[src/rtl/if_prefetch_unit_if.sv]
// rtl/if_prefetch_unit_if.sv - run-control, instruction-memory and ID-side bundle of the prefetch unit
interface if_prefetch_unit_if #(
    parameter int ADDR_WIDTH = 8,
    parameter int DATA_WIDTH = 16
);
    logic                  start;
    logic                  stop;
    logic [ADDR_WIDTH-1:0] im_addr;
    logic                  im_rd;
    logic [DATA_WIDTH-1:0] im_r_data;
    logic                  stall;
    logic                  redirect_valid;
    logic [ADDR_WIDTH-1:0] redirect_pc;
    logic                  if_valid;
    logic [DATA_WIDTH-1:0] if_instr;
    logic [ADDR_WIDTH-1:0] if_pc;

    modport master (
        input  start, im_r_data, stall, redirect_valid, redirect_pc,
        output stop, im_addr, im_rd, if_valid, if_instr, if_pc
    );

    modport slave (
        output start, im_r_data, stall, redirect_valid, redirect_pc,
        input  stop, im_addr, im_rd, if_valid, if_instr, if_pc
    );
endinterface

[src/rtl/if_prefetch_unit.sv]
// rtl/if_prefetch_unit.sv - instruction prefetch FIFO with run control, redirect flush and HALT detection
module if_prefetch_unit #(
    parameter int                    ADDR_WIDTH  = 8,
    parameter int                    DATA_WIDTH  = 16,
    parameter int                    OP_WIDTH    = 4,
    parameter int                    FIFO_DEPTH  = 4,
    parameter logic [OP_WIDTH-1:0]   HALT_OPCODE = 4'hF
) (
    input  logic               clk,
    input  logic               rst,
    if_prefetch_unit_if.master bus
);
    localparam int PW = $clog2(FIFO_DEPTH);
    localparam int CW = PW + 1;

    typedef enum logic [1:0] {S_IDLE, S_RUN, S_DRAIN, S_HALT} state_t;

    state_t                r_state;
    state_t                w_state_next;
    logic [ADDR_WIDTH-1:0] r_pc;
    logic                  r_inflight;
    logic [ADDR_WIDTH-1:0] r_inflight_pc;
    logic [DATA_WIDTH-1:0] r_instr_mem [FIFO_DEPTH];
    logic [ADDR_WIDTH-1:0] r_pc_mem    [FIFO_DEPTH];
    logic [PW-1:0]         r_wr_ptr;
    logic [PW-1:0]         r_rd_ptr;
    logic [CW-1:0]         r_count;

    logic          w_active;
    logic          w_redirect;
    logic          w_start;
    logic [CW-1:0] w_occupancy;
    logic          w_issue;
    logic          w_push;
    logic          w_halt_seen;
    logic          w_valid;
    logic          w_pop;

    assign w_active    = (r_state == S_RUN) || (r_state == S_DRAIN);
    assign w_redirect  = bus.redirect_valid && w_active;
    assign w_start     = bus.start && ((r_state == S_IDLE) || (r_state == S_HALT));
    // Counting the outstanding fetch as occupied guarantees its response always has a slot.
    assign w_occupancy = r_count + CW'(r_inflight);
    assign w_issue     = (r_state == S_RUN) && !w_redirect && (w_occupancy < CW'(FIFO_DEPTH));
    assign w_push      = r_inflight && (r_state == S_RUN) && !w_redirect;
    assign w_halt_seen = w_push && (bus.im_r_data[DATA_WIDTH-1 -: OP_WIDTH] == HALT_OPCODE);
    assign w_valid     = w_active && (r_count != '0);
    assign w_pop       = w_valid && !bus.stall && !w_redirect;

    always_ff @(posedge clk or negedge rst) begin
        if (!rst) begin
            r_state <= S_IDLE;
        end else begin
            r_state <= w_state_next;
        end
    end

    always_comb begin
        w_state_next = r_state;
        case (r_state)
            S_IDLE:  if (bus.start) w_state_next = S_RUN;
            S_RUN:   if (w_halt_seen && !w_redirect) w_state_next = S_DRAIN;
            // Nothing is pushed after the HALT entry, so the last pop is the HALT itself.
            S_DRAIN: if (w_redirect) w_state_next = S_RUN;
                     else if (w_pop && (r_count == CW'(1))) w_state_next = S_HALT;
            S_HALT:  if (bus.start) w_state_next = S_RUN;
            default: w_state_next = S_IDLE;
        endcase
    end

    always_ff @(posedge clk or negedge rst) begin
        if (!rst) begin
            r_pc          <= '0;
            r_inflight    <= 1'b0;
            r_inflight_pc <= '0;
            r_wr_ptr      <= '0;
            r_rd_ptr      <= '0;
            r_count       <= '0;
        end else if (w_start || w_redirect) begin
            r_pc       <= w_start ? '0 : bus.redirect_pc;
            r_inflight <= 1'b0;
            r_wr_ptr   <= '0;
            r_rd_ptr   <= '0;
            r_count    <= '0;
        end else begin
            r_inflight <= w_issue;
            if (w_issue) begin
                r_inflight_pc <= r_pc;
                r_pc          <= r_pc + 1'b1;
            end
            if (w_push) r_wr_ptr <= r_wr_ptr + 1'b1;
            if (w_pop)  r_rd_ptr <= r_rd_ptr + 1'b1;
            case ({w_push, w_pop})
                2'b10:   r_count <= r_count + 1'b1;
                2'b01:   r_count <= r_count - 1'b1;
                default: r_count <= r_count;
            endcase
        end
    end

    always_ff @(posedge clk) begin
        if (w_push) begin
            r_instr_mem[r_wr_ptr] <= bus.im_r_data;
            r_pc_mem[r_wr_ptr]    <= r_inflight_pc;
        end
    end

    assign bus.stop     = (r_state == S_HALT);
    assign bus.im_rd    = w_issue;
    assign bus.im_addr  = w_issue ? r_pc : '0;
    assign bus.if_valid = w_valid;
    assign bus.if_instr = w_valid ? r_instr_mem[r_rd_ptr] : '0;
    assign bus.if_pc    = w_valid ? r_pc_mem[r_rd_ptr] : '0;

    a_no_overflow: assert property (@(posedge clk) disable iff (!rst)
        !(w_push && !w_pop && (r_count == CW'(FIFO_DEPTH))));
endmodule
[src/flat_wrapper.sv]
// flat-port wrapper written by rule: the top's interface ports become plain ports
module if_prefetch_unit_flat 
#(
    parameter int                    ADDR_WIDTH  = 8,
    parameter int                    DATA_WIDTH  = 16,
    parameter int                    OP_WIDTH    = 4,
    parameter int                    FIFO_DEPTH  = 4,
    parameter logic [OP_WIDTH-1:0]   HALT_OPCODE = 4'hF
)
  (clk, rst, bus_start, bus_im_r_data, bus_stall, bus_redirect_valid, bus_redirect_pc, bus_stop, bus_im_addr, bus_im_rd, bus_if_valid, bus_if_instr, bus_if_pc);
  if_prefetch_unit_if #(.ADDR_WIDTH(ADDR_WIDTH), .DATA_WIDTH(DATA_WIDTH)) bus_i ();
  input  logic clk;
  input  logic rst;
  input wire logic [$bits(bus_i.start)-1:0] bus_start;
  input wire logic [$bits(bus_i.im_r_data)-1:0] bus_im_r_data;
  input wire logic [$bits(bus_i.stall)-1:0] bus_stall;
  input wire logic [$bits(bus_i.redirect_valid)-1:0] bus_redirect_valid;
  input wire logic [$bits(bus_i.redirect_pc)-1:0] bus_redirect_pc;
  output wire logic [$bits(bus_i.stop)-1:0] bus_stop;
  output wire logic [$bits(bus_i.im_addr)-1:0] bus_im_addr;
  output wire logic [$bits(bus_i.im_rd)-1:0] bus_im_rd;
  output wire logic [$bits(bus_i.if_valid)-1:0] bus_if_valid;
  output wire logic [$bits(bus_i.if_instr)-1:0] bus_if_instr;
  output wire logic [$bits(bus_i.if_pc)-1:0] bus_if_pc;
  assign bus_i.start = bus_start;
  assign bus_i.im_r_data = bus_im_r_data;
  assign bus_i.stall = bus_stall;
  assign bus_i.redirect_valid = bus_redirect_valid;
  assign bus_i.redirect_pc = bus_redirect_pc;
  assign bus_stop = bus_i.stop;
  assign bus_im_addr = bus_i.im_addr;
  assign bus_im_rd = bus_i.im_rd;
  assign bus_if_valid = bus_i.if_valid;
  assign bus_if_instr = bus_i.if_instr;
  assign bus_if_pc = bus_i.if_pc;
  if_prefetch_unit #(.ADDR_WIDTH(ADDR_WIDTH), .DATA_WIDTH(DATA_WIDTH), .OP_WIDTH(OP_WIDTH), .FIFO_DEPTH(FIFO_DEPTH), .HALT_OPCODE(HALT_OPCODE)) u_core (.clk(clk), .rst(rst), .bus(bus_i));
endmodule
[config.mk]
export PLATFORM = sky130hd
export DESIGN_NAME = if_prefetch_unit_flat
export DESIGN_NICKNAME = d
export VERILOG_FILES = /design/src/rtl/if_prefetch_unit_if.sv /design/src/rtl/if_prefetch_unit.sv /design/src/flat_wrapper.sv
export SDC_FILE = /design/constraint.sdc
export NUM_CORES = 1
export LEC_CHECK = 0
export CAP_MARGIN = 20
export CORE_MARGIN = 2
export CORE_UTILIZATION = 35
export CTS_CLUSTER_DIAMETER = 100
export CTS_CLUSTER_SIZE = 25
export DETAILED_ROUTE_END_ITERATION = 8
export DONT_BUFFER_PORTS = 1
export PLACE_DENSITY = 0.5
export REMOVE_ABC_BUFFERS = 1
export SYNTH_ARGS = -nofsm -noshare
export SYNTH_HDL_FRONTEND = slang
export SYNTH_SLANG_ARGS = --single-unit
[constraint.sdc]
create_clock -name clk -period 2.5 [get_ports clk]
set_input_delay 0.25 -clock clk [delete_from_list [all_inputs] [get_ports clk]]
set_output_delay 0.25 -clock clk [all_outputs]
set_load 0.01 [all_outputs]
==> results of run 1 <==
==> cells in the mapped netlist, drive strengths merged (7+ instances only) <==
library cell / number / area share
mux2: 9 / 0.020
dfrtp: 26 / 0.12
inv: 15 / 0.011
nor2b: 26 / 0.031
nor3: 7 / 0.0067
edfxtp: 96 / 0.55
ha: 12 / 0.029
nor2: 10 / 0.0071
a21oi: 9 / 0.0093
nand2: 14 / 0.011
mux4: 24 / 0.10
buf: 12 / 0.012
==> cells in the final DEF (no fill, tap or decap), drive strengths merged, types with 3 or more instances in the layout <==
cell type and instances:
o21ai 5, a2bb2oi 3, a221oi 3, nand3 5, a21oi 9, inv 19, nand2 14, nor4 3
edfxtp 96, clkbuf 17, clkinvlp 4, nor2b 26, dfrtp 26, and3 6, buf 11, mux2 9
ha 12, and4 3, nor3 7, nor2 10, and2 6, mux4 24, clkinv 5, mux2i 3
a22o 3, dlygate4sd3 18
==> cell families (layout without fill, tap and decap cells) <==
family	Yosys count	after routing	share of synthesized area
simple gates	84	84	0.0889
mux	36	36	0.128
buf+inv	31	76	0.0257
fa+ha+maj	13	13	0.0304
xor+xnor	3	3	0.00761
compound gates	33	33	0.0478
flops	122	122	0.671
==> what timing repair did <==
item	4_1_cts	5_1_grt
hold endpoints to repair	91	0
setup endpoints to repair	0	0
hold buffers	19	0
==> metrics by stage <==
step                      instances  instance area (um2)  worst slack, ps
after floorplan                 306                 5180              284
after global placement          500                 5550              395
after detailed placement        500                 5550              292
after CTS                       551                 6330             90.7
after global routing            551                 6330             29.5
final                           551                 6330              133
==> where the power goes <==
group | internal (W) | switching (W) | leakage [nW]
sequential | 0.00246 | 0.000230 | 1.21
combinational | 0.000733 | 0.000973 | 0.748
clock | 0.00146 | 0.000888 | 0.271
==> worst register-to-register path: stages (launching register included) <==
cell	delay, ps
dfrtp_1	370
inv_1	70
ha_1	480
nand2b_1	300
nand2_1	380
a2bb2oi_1	250
a311oi_1	240
==> cell type report <==
cell class              count  area [um2]
fillers                  1279        8260
flip-flops and latches    122        3530
multi-input cells         169        1600
clock buffers              17         425
repair buffers             29         338
well taps                 184         230
clock inverters            15         148
inverters                  15        56.3
==> worst max path at each step <==
stage | startpoint | to | slack, ps | cells after the start
floorplan | u_core.r_state[0]$_DFFE_PN0P_ | u_core.r_inflight_pc[0]$_DFFE_PN0P_ | 280 | 6
global placement | u_core.r_state[0]$_DFFE_PN0P_ | u_core.r_pc[2]$_DFFE_PN0P_ | 390 | 6
detailed placement | u_core.r_state[0]$_DFFE_PN0P_ | u_core.r_pc[2]$_DFFE_PN0P_ | 290 | 6
CTS | u_core.r_state[0]$_DFFE_PN0P_ | bus_if_pc[1] | 90 | 4
global route | u_core.r_state[0]$_DFFE_PN0P_ | bus_if_pc[1] | 30 | 4
finish | u_core.r_state[0]$_DFFE_PN0P_ | bus_if_pc[1] | 130 | 4
==> routing by layer <==
layer  vias up  track usage  wire length [um]
met5         -            0                 0
met4         0       0.0407                90
met3         8       0.0468               553
met2        78        0.226              4990
met1      1412        0.167              4530
li1       1303            -                 -
==> registers in the layout, indices dropped and copies added (netlist names) <==
signal,cells
u_core.r_instr_mem,64
u_core.r_pc_mem,32
u_core.r_inflight_pc,8
u_core.r_pc,8
u_core.r_count,3
u_core.r_rd_ptr,2
u_core.r_state,2
u_core.r_wr_ptr,2
u_core.r_inflight,1
==> metrics.md, run 1 <==
| Metric | Value |
|---|---|
| DRC violations left | 0 |
| Crit path max-delay family | compound AO/OA/AOI/OAI gates |
| Critical Path Max Stage Delay | 440 ps |
| Ys Warns | 0 |
| Final period util | 0.947 |
| H-tree levels | 4 |
| Worst setup SP type | register |
| Worst Path Buf+Inv | 1 |
| Leak Pwr | 2.23 nW |
| Distinct cells, synth | 45 |
| CP cell instances | inv_1 > ha_1 > a21o_2 > nor2b_1 |
| Total gr overflow | 0 |
| Post-DP HPWL | 6080 um |
| Critical Path RT | 2250 ps |
| Final Setup Violations | 0 |
| Crit path kind | register to output port |
| TritonCTS Sinks | 122 |
| Cell Pwr Density | 1070 mW/mm2 |
| Share of cells above drive strength 1 | 0.223 |
| Largest net degree at the start of global routing | 27 |
| GRT Util Overall | 0.136 |
| Hold Path Class | input port to register |
| R2R depth | 6 |
| RR Startpoint | u_core.r_state[0]$_DFFE_PN0P_ |
| CTS Root Cell | clkbuf_16 |
| Reg2Reg Capture Point | u_core.r_pc[2]$_DFFE_PN0P_ |
| Post-CTS setup buffer count | 0 |
| Max Clock Freq | 423 MHz |
| Cts repair resizes | 0 |
| Routed WL per cell | 18.4 um |
| RSZ-0062 raised after global routing | no |
| Vias in the first global route | 3,045 |
| Chip Width | 127 um |
| Syn avg cell area | 16.3 um2 |
| Die Span Y | 127 um |
| GPL Wtd Cong | 0.771 |
| Run status | finished clean |
| Critical path capture point type | output port |
| Bufs on Longest Clock Path | 2 |
| Max-cap violation count | 0 |
| Total CTS buffers | 17 |
| Port Buffers | 0 |
| Fin Clk Skew | 5.10 ps |
| Clock latency at the later pin of the worst-skew pair | 400 ps |
| Drt total wl | 10,200 um |
| Die Area | 0.0160 mm2 |
| Critical Path Slowest Stage Cell | a21o_2 |
| R2R setup slack | 310 ps |
| Final hold viol count | 0 |
| Mapped cell area | 0.00526 mm2 |
| Sequential area share after synthesis | 0.671 |
| Top-Level Pins | 64 |
| Pre-Repair DR Iteration Count | 4 |
| Global-route wire length before repair | 16,400 um |
| DR vias | 2,801 |
| Post-synth EDFFs | 96 |
| Max Slew Vio Count | 0 |
| Hold Path Stages | 2 |
| CTS tree | done |
| Layout Nets | 395 |
| Synth async-reset ratio | 0.213 |
| Syn Inst Count | 322 |
| Hold Worst Slack | 21.6 ps |
| Initial drt markers | 168 |
| Crit path time final | 2370 ps |
| Core footprint | 0.0146 mm2 |
| Antenna-violating nets left | 0 |
| Critical-path maximum fanout | 25 |
| Initial antenna violation count | 0 |
| DR vias/cell | 5.08 |
| Post-layout util | 0.434 |
| Worst Tran Pin Value | 619 ps |
| Layout area overhead | 20.2% |
| Clock-pin slew on the worst setup and hold paths | 60 ps |
| Rows | 44 |
| Hold Path End | u_core.r_pc[6]$_DFFE_PN0P_ |
| Worst vdd ir | 0.616 mV |
| Starting Density | 0.361 |
| Total Neg Setup Slack | 0 ps |
| Pwr Total | 0.00675 W |
| Min-delay src | bus_redirect_pc[6] |
| Flop and latch count out of synthesis | 122 |
| Ant. Diodes | 0 |
| CP arrival | 2120 ps |
| Rel. slew slack | 0.587 |
| Predominant post-synthesis flop cell | edfxtp_1 |
Power figures use the tool's default switching activity.
==> run 2: changes to the inputs <==
==> constraint.sdc (replaced) <==
create_clock -name clk -period 2.5 [get_ports clk]
set_input_delay 0.5 -clock clk [delete_from_list [all_inputs] [get_ports clk]]
set_output_delay 0.5 -clock clk [all_outputs]
set_load 0.01 [all_outputs]
==> metrics.md, run 2 (synthesized netlist as in run 1, its figures left out) <==
| Metric | Value |
|---|---|
| Global-route wire length before repair | 16,200 um (was 16,400 um) |
| Largest net degree at the start of global routing | 27 (unchanged) |
| R2R depth | 7 (was 6) |
| RSZ-0062 raised after global routing | yes (was no) |
| Hold Path Stages | 0 (was 2) |
| TritonCTS Sinks | 122 (unchanged) |
| Pre-Repair DR Iteration Count | 5 (was 4) |
| H-tree levels | 4 (unchanged) |
| Crit path time final | 2410 ps (was 2370 ps) |
| Ant. Diodes | 0 (unchanged) |
| Vias in the first global route | 2,968 (was 3,045) |
| Bufs on Longest Clock Path | 2 (unchanged) |
| Cell Pwr Density | 1070 mW/mm2 (about the same) |
| Post-DP HPWL | 6440 um (was 6080 um) |
| Placed cell areas | 0.00557 mm2 (was 0.00555 mm2) |
| Pwr Total | 0.00655 W (was 0.00675 W) |
| CP arrival | 1910 ps (was 2120 ps) |
| Hold Path End | u_core.r_instr_mem[0][15]$_DFFE_PP_ (was u_core.r_pc[6]$_DFFE_PN0P_) |
| Final period util | 0.964 (was 0.947) |
| Leak Pwr | 2.16 nW (was 2.23 nW) |
| Max Clock Freq | 415 MHz (was 423 MHz) |
| Layout area overhead | 16.4% (was 20.2%) |
| Largest register by flop count | u_core.r_instr_mem (unchanged) |
| Crit path kind | register to output port (unchanged) |
| GPL Wtd Cong | 0.749 (was 0.771) |
| Reg2Reg Capture Point | u_core.r_pc[2]$_DFFE_PN0P_ (unchanged) |
| CTS tree | done (unchanged) |
| Total CTS buffers | 17 (unchanged) |
| Initial drt markers | 139 (was 168) |
| Chip Width | 127 um (unchanged) |
| CTS Root Cell | clkbuf_16 (unchanged) |
| Antenna-violating nets left | 0 (unchanged) |
| Most common cell after layout, fill and taps aside | edfxtp_1 (unchanged) |
| R2R setup slack | 350 ps (was 310 ps) |
| Critical-path maximum fanout | 21 (was 25) |
| Clock-pin slew on the worst setup and hold paths | 60 ps (about the same) |
| Critical path capture point type | output port (unchanged) |
| Min-delay src | bus_im_r_data[15] (was bus_redirect_pc[6]) |
| Core footprint | 0.0146 mm2 (unchanged) |
| Port Buffers | 0 (unchanged) |
| Max-cap violation count | 0 (unchanged) |
| Clock latency at the later pin of the worst-skew pair | 400 ps (about the same) |
| Total gr overflow | 0 (unchanged) |
| Int Pwr | 0.00455 W (was 0.00466 W) |
| Critical Path RT | 2000 ps (was 2250 ps) |
| Layout Nets | 383 (was 395) |
| GRT Util Overall | 0.135 (was 0.136) |
| Final Setup Violations | 0 (unchanged) |
| Total Neg Setup Slack | 0 ps (unchanged) |
| Setup WS post-layout | 89.3 ps (was 133 ps) |
| Fin Clk Skew | 5.72 ps (was 5.10 ps) |
| Worst setup SP type | register (unchanged) |
| Final Cell Area | 0.00612 mm2 (was 0.00633 mm2) |
| Comb pwr share | 0.258 (was 0.253) |
| Sequential power share | 0.414 (was 0.399) |
| Hold Path Class | input port to register (unchanged) |
| Share of cells above drive strength 1 | 0.235 (was 0.223) |
| Switch Pwr | 0.00200 W (was 0.00209 W) |
| Top flop regs | u_core.r_instr_mem: 64 flops, u_core.r_pc_mem: 32 flops (unchanged) |
| Run status | finished clean (unchanged) |
| Rel. slew slack | 0.579 (was 0.587) |
| Top-Level Pins | 64 (unchanged) |
| Drt total wl | 10,000 um (was 10,200 um) |
| Initial antenna violation count | 0 (unchanged) |
| Die Area | 0.0160 mm2 (unchanged) |
| Place WS | 321 ps (was 292 ps) |
| Routed WL per cell | 18.6 um (was 18.4 um) |
| Worst vdd ir | 0.491 mV (was 0.616 mV) |
| DR vias | 2,752 (was 2,801) |
| Max FFs per register | 64 (unchanged) |
| Power share of the clock group | 0.328 (was 0.348) |
| Hold Worst Slack | 188 ps (was 21.6 ps) |
| Max Slew Vio Count | 0 (unchanged) |
| Post-CTS setup buffer count | 0 (unchanged) |
| Worst Tran Pin Value | 631 ps (was 619 ps) |
| DRC violations left | 0 (unchanged) |
| Most frequent cells in the layout | 96 x edfxtp_1, 25 x dfrtp_1, 24 x nor2b_1, 24 x mux4_2, 17 x clkbuf_16 (was 96 x edfxtp_1, 26 x nor2b_1, 25 x dfrtp_1, 24 x mux4_2, 18 x dlygate4sd3_1) |
| DR vias/cell | 5.12 (was 5.08) |
| Starting Density | 0.361 (unchanged) |
| Final hold viol count | 0 (unchanged) |
| Sw frac | 0.306 (was 0.310) |
| RR Startpoint | u_core.r_state[0]$_DFFE_PN0P_ (unchanged) |
| Rows | 44 (unchanged) |
| Die Span Y | 127 um (unchanged) |
[run 2: cell types whose count changed in the layout (fill, tap and decap cells not counted), moves of 2 or more]
cell / previous run / this run
buf_12: 6 / 4
buf_4: 5 / 12
clkbuf_1: 0 / 3
clkinvlp_4: 4 / 2
dlygate4sd3_1: 18 / 1
inv_6: 4 / 0
nor2b_1: 26 / 24
nor2b_2: 0 / 2
[run 2: metal layers]
metal  wire, um  share of wire  GRT usage
met5          0              0          0
met4        172          0.017     0.0588
met3        706          0.071     0.0565
met2       4650           0.47      0.212
met1       4470           0.45      0.163
[run 2: how the worst max path moves through the flow]
stage                                    from                to  cells after the start
6_report       u_core.r_rd_ptr[0]$_DFFE_PN0P_  bus_if_instr[14]                      3
2_1_floorplan  u_core.r_rd_ptr[0]$_DFFE_PN0P_   bus_if_instr[0]                      2
4_1_cts        u_core.r_rd_ptr[0]$_DFFE_PN0P_  bus_if_instr[14]                      3
5_1_grt         u_core.r_state[0]$_DFFE_PN0P_      bus_if_pc[0]                      4
3_3_place_gp    u_core.r_state[0]$_DFFE_PN0P_      bus_if_pc[2]                      4
3_5_place_dp    u_core.r_state[0]$_DFFE_PN0P_   bus_if_instr[2]                      4
[run 2: stage by stage]
stage | std cells | util
after floorplan | 306 | -
after global placement | 505 | 0.382
after detailed placement | 505 | 0.382
after CTS | 537 | 0.419
after global routing | 537 | 0.420
final | 537 | 0.420
[run 2: cell type report]
class,count,area (um2)
clock inverter,10,80.1
clock buffer,20,437
multi-input combinational,169,1610
tap,184,230
inverter,15,56.3
fill,1304,8460
sequential,122,3530
timing repair buffer,17,180
[run 2: power groups by stage]
stage	clock [W]	combinational (W)	sequential [W]
global route	0.00229	0.00190	0.00275
CTS	0.00220	0.00173	0.00271
finish	0.00215	0.00169	0.00271
global placement	0	0.00167	0.00274
floorplan	0	0.00123	0.00270
detailed placement	0	0.00169	0.00275
[run 2: timing repair]
action                                 CTS  global route
endpoints found under the hold margin   26             0
setup endpoints to repair               25             7
hold buffers                             2             0
cloned                                   0             0
gates resized for setup                  1             2
[run 2: worst max-delay path, stage by stage (launching register included)]
cell and delay (ps):
dfrtp_2 500, buf_12 250, mux4_2 560, nor2b_1 180
